===== config.mk =====
export PLATFORM = sky130hd
export DESIGN_NAME = regfile_wb_scheduler
export DESIGN_NICKNAME = d
export VERILOG_FILES = /design/src/rtl/regfile_wb_scheduler_pkg.sv /design/src/rtl/regfile_wb_scheduler_wb_fifo.sv /design/src/rtl/regfile_wb_scheduler.sv
export SDC_FILE = /design/constraint.sdc
export NUM_CORES = 1
export LEC_CHECK = 0
export ABC_AREA = 1
export CAP_MARGIN = 20
export CELL_PAD_IN_SITES_DETAIL_PLACEMENT = 0
export CELL_PAD_IN_SITES_GLOBAL_PLACEMENT = 2
export CORE_MARGIN = 10
export CORE_UTILIZATION = 24
export DETAILED_ROUTE_END_ITERATION = 8
export GPL_TIMING_DRIVEN = 0
export PLACE_DENSITY_LB_ADDON = 0.1
export SLEW_MARGIN = 20
export SYNTH_ARGS = -nofsm -noshare
export SYNTH_HDL_FRONTEND = slang
export SYNTH_SLANG_ARGS = --single-unit

===== constraint.sdc =====
create_clock -name clk -period 2.51 [get_ports clk]
set_input_delay 0.502 -clock clk [delete_from_list [all_inputs] [get_ports clk]]
set_output_delay 0.502 -clock clk [all_outputs]
set_load 0.02 [all_outputs]

===== src/rtl/regfile_wb_scheduler_pkg.sv =====
// Shared register-file types for the write-back scheduler and its result buffer.
// Holds the register address and word types, the buffered entry struct and a helper.
package regfile_wb_scheduler_pkg;

   localparam int REG_ADDR_W = 5;
   localparam int WORD_W     = 32;
   localparam int NUM_REGS   = 1 << REG_ADDR_W;

   typedef logic [REG_ADDR_W-1:0] RegAddress;
   typedef logic [WORD_W-1:0]     Word;

   typedef struct packed {
      RegAddress addr;
      Word       data;
   } WbEntry;

   // Register 0 is hard-wired; writes and issues targeting it are ignored.
   function automatic logic is_x0(input RegAddress a);
      return (a == RegAddress'(0));
   endfunction

endpackage


===== src/rtl/regfile_wb_scheduler_wb_fifo.sv =====
// Synchronous FIFO of pending long-latency write-backs with a registered count.
// The head is read straight from storage, so a pushed entry is visible only after its edge.
module wb_fifo
   import regfile_wb_scheduler_pkg::*;
#(
   parameter int DEPTH = 2
)(
   input  logic                     clk,
   input  logic                     reset,
   input  logic                     push,
   input  WbEntry                   push_entry,
   input  logic                     pop,
   output WbEntry                   head,
   output logic                     full,
   output logic                     empty,
   output logic [$clog2(DEPTH):0]   count
);

   localparam int PTR_W = $clog2(DEPTH);
   localparam int CNT_W = PTR_W + 1;

   WbEntry             mem_q [DEPTH];
   WbEntry             mem_d [DEPTH];
   logic [PTR_W-1:0]   wr_ptr_q, wr_ptr_d;
   logic [PTR_W-1:0]   rd_ptr_q, rd_ptr_d;
   logic [CNT_W-1:0]   count_q, count_d;
   logic               do_push_s;
   logic               do_pop_s;

   assign full  = (count_q == CNT_W'(DEPTH));
   assign empty = (count_q == CNT_W'(0));
   assign count = count_q;
   assign head  = mem_q[rd_ptr_q];

   // Next-state for storage, pointers and occupancy.
   always_comb begin
      mem_d     = mem_q;
      wr_ptr_d  = wr_ptr_q;
      rd_ptr_d  = rd_ptr_q;
      count_d   = count_q;
      do_push_s = push && !full;
      do_pop_s  = pop && !empty;
      if (do_push_s) begin
         mem_d[wr_ptr_q] = push_entry;
         wr_ptr_d        = wr_ptr_q + PTR_W'(1);
      end else begin
         wr_ptr_d = wr_ptr_q;
      end
      if (do_pop_s) begin
         rd_ptr_d = rd_ptr_q + PTR_W'(1);
      end else begin
         rd_ptr_d = rd_ptr_q;
      end
      case ({do_push_s, do_pop_s})
         2'b10:   count_d = count_q + CNT_W'(1);
         2'b01:   count_d = count_q - CNT_W'(1);
         default: count_d = count_q;
      endcase
   end

   // Pointer and count registers; reset drops every buffered entry.
   always_ff @(posedge clk) begin
      if (reset) begin
         wr_ptr_q <= PTR_W'(0);
         rd_ptr_q <= PTR_W'(0);
         count_q  <= CNT_W'(0);
      end else begin
         wr_ptr_q <= wr_ptr_d;
         rd_ptr_q <= rd_ptr_d;
         count_q  <= count_d;
      end
   end

   // Entry storage needs no reset: it is only observed through a non-zero count.
   always_ff @(posedge clk) begin
      mem_q <= mem_d;
   end

endmodule


===== src/rtl/regfile_wb_scheduler.sv =====
// Shares the single register-file write port between pipeline write-back and a
// long-latency unit, and keeps the scoreboard that stalls decode on outstanding results.
module regfile_wb_scheduler
   import regfile_wb_scheduler_pkg::*;
#(
   parameter int QUEUE_DEPTH  = 2,
   parameter int STARVE_LIMIT = 4
)(
   input  logic                clk,
   input  logic                reset,
   input  logic                pipe_valid,
   input  RegAddress           pipe_addr,
   input  Word                 pipe_data,
   input  logic                lu_valid,
   output logic                lu_ready,
   input  RegAddress           lu_addr,
   input  Word                 lu_data,
   input  logic                issue_valid,
   input  RegAddress           issue_addr,
   input  RegAddress           rs1_addr,
   input  RegAddress           rs2_addr,
   input  RegAddress           rd_addr,
   output logic                hazard_stall,
   output logic                wb_hold,
   output logic                rf_write_enable,
   output RegAddress           rf_addr_write,
   output Word                 rf_in,
   output logic [NUM_REGS-1:0] busy
);

   localparam int AGE_W = $clog2(STARVE_LIMIT + 1);
   localparam int CNT_W = $clog2(QUEUE_DEPTH) + 1;

   logic [NUM_REGS-1:0] busy_q, busy_d;
   logic [AGE_W-1:0]    age_q, age_d;
   WbEntry              fifo_head_s;
   WbEntry              fifo_push_entry_s;
   logic                fifo_full_s;
   logic                fifo_empty_s;
   logic [CNT_W-1:0]    fifo_count_s;
   logic                fifo_push_s;
   logic                fifo_pop_s;
   logic                pipe_own_s;

   wb_fifo #(.DEPTH(QUEUE_DEPTH)) u_wb_fifo (
      .clk        (clk),
      .reset      (reset),
      .push       (fifo_push_s),
      .push_entry (fifo_push_entry_s),
      .pop        (fifo_pop_s),
      .head       (fifo_head_s),
      .full       (fifo_full_s),
      .empty      (fifo_empty_s),
      .count      (fifo_count_s)
   );

   assign lu_ready          = !fifo_full_s;
   assign fifo_push_entry_s = '{addr: lu_addr, data: lu_data};
   assign busy              = busy_q;
   assign wb_hold           = fifo_full_s || (age_q >= AGE_W'(STARVE_LIMIT));
   assign hazard_stall      = busy_q[rs1_addr] | busy_q[rs2_addr] | busy_q[rd_addr];

   // Port arbitration: a real pipeline write always wins, else the buffer head drains.
   always_comb begin
      pipe_own_s      = pipe_valid && !is_x0(pipe_addr);
      fifo_push_s     = lu_valid && lu_ready && !is_x0(lu_addr);
      fifo_pop_s      = 1'b0;
      rf_write_enable = 1'b0;
      rf_addr_write   = RegAddress'(0);
      rf_in           = Word'(0);
      if (pipe_own_s) begin
         rf_write_enable = 1'b1;
         rf_addr_write   = pipe_addr;
         rf_in           = pipe_data;
      end else if (!fifo_empty_s) begin
         fifo_pop_s      = 1'b1;
         rf_write_enable = 1'b1;
         rf_addr_write   = fifo_head_s.addr;
         rf_in           = fifo_head_s.data;
      end else begin
         fifo_pop_s = 1'b0;
      end
   end

   // Scoreboard and head-age next state; a same-cycle issue overrides the commit clear.
   always_comb begin
      busy_d = busy_q;
      if (fifo_pop_s) begin
         busy_d[fifo_head_s.addr] = 1'b0;
      end else begin
         busy_d = busy_q;
      end
      if (issue_valid && !is_x0(issue_addr)) begin
         busy_d[issue_addr] = 1'b1;
      end else begin
         busy_d[0] = 1'b0;
      end
      busy_d[0] = 1'b0;

      if (fifo_empty_s || fifo_pop_s) begin
         age_d = AGE_W'(0);
      end else if (age_q < AGE_W'(STARVE_LIMIT)) begin
         age_d = age_q + AGE_W'(1);
      end else begin
         age_d = age_q;
      end
   end

   // Scoreboard and age registers.
   always_ff @(posedge clk) begin
      if (reset) begin
         busy_q <= '0;
         age_q  <= AGE_W'(0);
      end else begin
         busy_q <= busy_d;
         age_q  <= age_d;
      end
   end

endmodule

==> results.md, run 1 <==
- 0 — total count of hold-check failures in the final report
- 902 ps — actual transition at the worst max-transition pin
- 5482 — total number of vias
- edfxtp_1 — dominant cell type by area after synthesis
- simple AND/OR/NAND/NOR gates — largest family of logic cells by synthesized area
- 9.27 mm — Met1 Routed Length
- 125 ps — setup ws final
- 175 um — chip width
- 27 — Netlist cell types
- 1214 — final cell count without fillers
- yes — clock tree from TritonCTS
- edfxtp_1 — Main synth FF type
- 34.1 mm — global-route wire length before repair
- 3.10 nW — reported leakage power
- 488 ps — Final Hold Slack
- 0 — total of warnings raised by yosys
- 112 — clock sinks
- 2010 ps — Critical Path RT
- 9 — Crit. path cell count
- 14.3% — overall routing resource usage
- met4 — uppermost metal layer occupied by signal nets
- 18.2 um — average detailed-routed wire length per instance
- 2380 ps — minimum clock period
- 5 — Max Fanout on Critical Path
- 34.7% — Post-Route Utilization
- 0.419 GHz — Fmax
- 10.1% — Synth Area in Compound Gates
- 0 — Routed Antenna Nets
- 5 — number of cells on the worst reg-to-reg path
- finished clean — result of the run
- 9.11 ps — worst clock skew
- 8180 um^2 — area of all placed cells without fillers
- 4.52 — routed vias/inst
- 175 um — die boundary height
- 0 — DRC violation count after routing
- 0 — setup violation total in the final timing report
- 350 ps — clock network latency to the later pin of the worst-skew pair
- 0.152% — xor and xnor area share after synthesis
- 51.8% — portion of the post-synthesis area used by sequential elements
- clkbuf_16 — master cell of the clock root buffer
- 5760 um^2 — Post-Synthesis Cell Area
- 30600 um^2 — Total Die Area
- 74 — number of flops mapped to enable cells by yosys
- 3 — count of H-tree levels built during CTS
- 17.0 mm — half-perimeter wire length after placement
- 0 ps — total negative slack
- 25.7% — share of synthesized cell area in and, or, nand and nor gates
- 2 — maximum clock insertion buffer count
- output port — endpoint type of the worst setup path
- input pin — startpoint type of the worst setup path
- 5.33 mW — post-layout power
- 0.434% — fraction of the mapped netlist area in adder cells
- 23500 um^2 — CORE AREA
- buffers and inverters — cell family contributing the most delay on the critical path
- u_wb_fifo.mem_q[20] — endpoint of the worst-slack reg-to-reg timing path
- 0 — number of antenna violations at the first check in global routing
- 95.0% — final worst path period share
- no — unrepaired setup endpoints after global routing
- u_wb_fifo.count[0] — startpoint of the worst-slack reg-to-reg timing path
- 172 — total I/O pin count
- edfxtp_1 39%, nand2_1 15%, dfxtp_1 13%, nand3_1 6.8%, mux2i_1 5.6% — largest cells by area after synthesis
- 11.3% — fraction of final layout cells sized beyond drive strength 1
- 9 — CTS buffer count
- 308 uV — Max rail drop VDD
- 277 — number of DRC markers after the initial detailed-route iteration
- 651 nW/um^2 — PD cells
- hazard_stall — endpoint of the worst setup timing path
- 25 — pin count of the biggest net entering global routing
- 39.7% — relative slew slack
- clkdlybuf4s50_1 — standard cell with the maximum stage delay on the critical path
- 0 — total gr overflow
- 0 — Antenna diodes
- -964 ps — pre-CTS setup slack
- 42.0% — Synth-to-Final Area Change
- 1.24 mm — met3 wire length
- 1195 — Inst Count DP
- 7 — TritonRoute pass-1 iters
- 22.1 mm — Routed Wire Length
- 711 — Synth Instances
- 163 — count of buffers from port buffering
- 0.799 — placer's final routability congestion estimate
- 580 ps — flop-to-flop setup slack
- in -> out — kind of critical path
- reg -> reg — worst hold path type
- clkdlybuf4s50_1, inv_1, nand3_1, nand2_1, nand2_1, nand3_1, nand2_1, nand3_1, buf_2 — worst-path cell chain
- 1880 ps — Crit path arrival time
- 38.6% — area share of the largest cell type after synthesis
- 580 ps — delay of the slowest critical-path stage
- 7850 um^2 — Post-Place Cell Area
- 2527 — number of inserted filler cells in the final layout
- 11.2 mm — Detail Route met2 WL
- 56 — number of cell rows
- 80 ps — clock slew at reported path FFs
- 112 — register bit total from synthesis
- 0 — final slew viol count
- 8.10 um^2 — average size of a mapped cell
- 5854 — number of global-route vias before repair
- 0% — share of flip-flops with an asynchronous set or reset after synthesis
- 0 — max-capacitance violation count
- 3 — buffering stage count on the worst path with inverters included
- 991 — final-stage net count
- rs1_addr[2] — worst setup path startpoint
- 5.56% — mux contribution to synthesized area
- 24.5% — Starting Density
- 812 — Synth Net Count
-- worst min-delay path by stage --
stage | startpoint | endpoint | slack, ps | depth (start not counted)
5_1_grt | age_q[1] | age_q[1] | 510 | 2
3_3_place_gp | age_q[1] | age_q[1] | 460 | 2
6_report | age_q[1] | age_q[1] | 490 | 2
2_1_floorplan | age_q[1] | age_q[1] | 450 | 2
4_1_cts | age_q[1] | age_q[1] | 500 | 2
3_5_place_dp | age_q[1] | age_q[1] | 480 | 2
-- cell usage after synthesis (6+ instances only) --
cell,n
nand3_1,78
o21ai_1,18
mux2i_1,32
clkbuf_1,23
nor2_1,28
nor3_1,6
a21oi_1,36
o21ai_0,55
nand2_1,235
nor2_2,9
edfxtp_1,74
buf_2,7
dfxtp_1,38
inv_1,56
-- power by group --
part           internal [mW]  total [mW]  switching [mW]
Combinational          0.645        1.69            1.04
Clock                  0.705        1.44           0.730
Sequential              2.14        2.21          0.0614
-- metal layers --
layer | vias to the layer above | global-route usage, %
met5 | - | 0
met4 | 0 | 3.39
met3 | 20 | 3.79
met2 | 153 | 25.8
met1 | 2574 | 16.5
li1 | 2735 | -
-- cell type report --
| type | instances | area (um^2) | area share (%) |
|---|---|---|---|
| Multi-Input combinational cell | 508 | 2470 | 30.2 |
| Clock buffer | 9 | 225 | 2.75 |
| Clock inverter | 7 | 70.1 | 0.857 |
| Inverter | 59 | 234 | 2.86 |
| Tap cell | 319 | 399 | 4.88 |
| Sequential cell | 112 | 2980 | 36.5 |
| Buffer | 32 | 238 | 2.91 |
| Timing Repair Buffer | 168 | 1560 | 19.0 |
-- sequential cells by signal, indices dropped and copies added (netlist names) --
| name | flops |
|---|---|
| u_wb_fifo.wr_ptr_q | 1 |
| age_q | 3 |
| u_wb_fifo.mem_q | 74 |
| u_wb_fifo.count | 2 |
| busy | 31 |
| u_wb_fifo.rd_ptr_q | 1 |
-- cell usage in the layout (no fill, tap or decap), types with 9 or more instances in the layout --
| cell type | count |
|---|---|
| a21oi_1 | 36 |
| buf_2 | 23 |
| buf_4 | 25 |
| clkbuf_1 | 11 |
| clkbuf_16 | 10 |
| clkdlybuf4s50_1 | 120 |
| dfxtp_1 | 38 |
| edfxtp_1 | 74 |
| inv_1 | 56 |
| mux2i_1 | 32 |
| nand2_1 | 232 |
| nand3_1 | 77 |
| nor2_1 | 26 |
| nor2_2 | 9 |
| o21ai_0 | 26 |
| o21ai_1 | 47 |
-- what timing repair did --
item	CTS	global route
gates cloned	0	0
hold buffers	0	0
setup buffers	3	0
gates resized for setup	245	42
endpoints found under the setup margin	40	38
pin swaps	1	3
-- cell families after synthesis --
kind of cell    after synthesis
fa+ha+maj                     2
buf+inv                      91
mux                          32
simple gates                358
compound gates              114
other cells                   1
flops                       112
xor+xnor                      1
-- worst reg2reg max path, delay by kind of cell, from the launching register on --
family | cells | cell delay [ps]
buffers and inverters | 2 | 340
flip-flops | 1 | 380
AND/OR/NAND/NOR | 3 | 890
(Power assumes the default switching activity.)
==> run 2, diff against run 1 <==
--- a/config.mk
+++ b/config.mk
@@ -11,6 +11,7 @@
 export CELL_PAD_IN_SITES_GLOBAL_PLACEMENT = 2
 export CORE_MARGIN = 10
 export CORE_UTILIZATION = 24
+export CTS_CLUSTER_SIZE = 28
 export DETAILED_ROUTE_END_ITERATION = 8
 export GPL_TIMING_DRIVEN = 0
 export PLACE_DENSITY_LB_ADDON = 0.1
==> results of run 2 <==
Same layout as run 1: the final DEF is identical, and so are final timing and power.
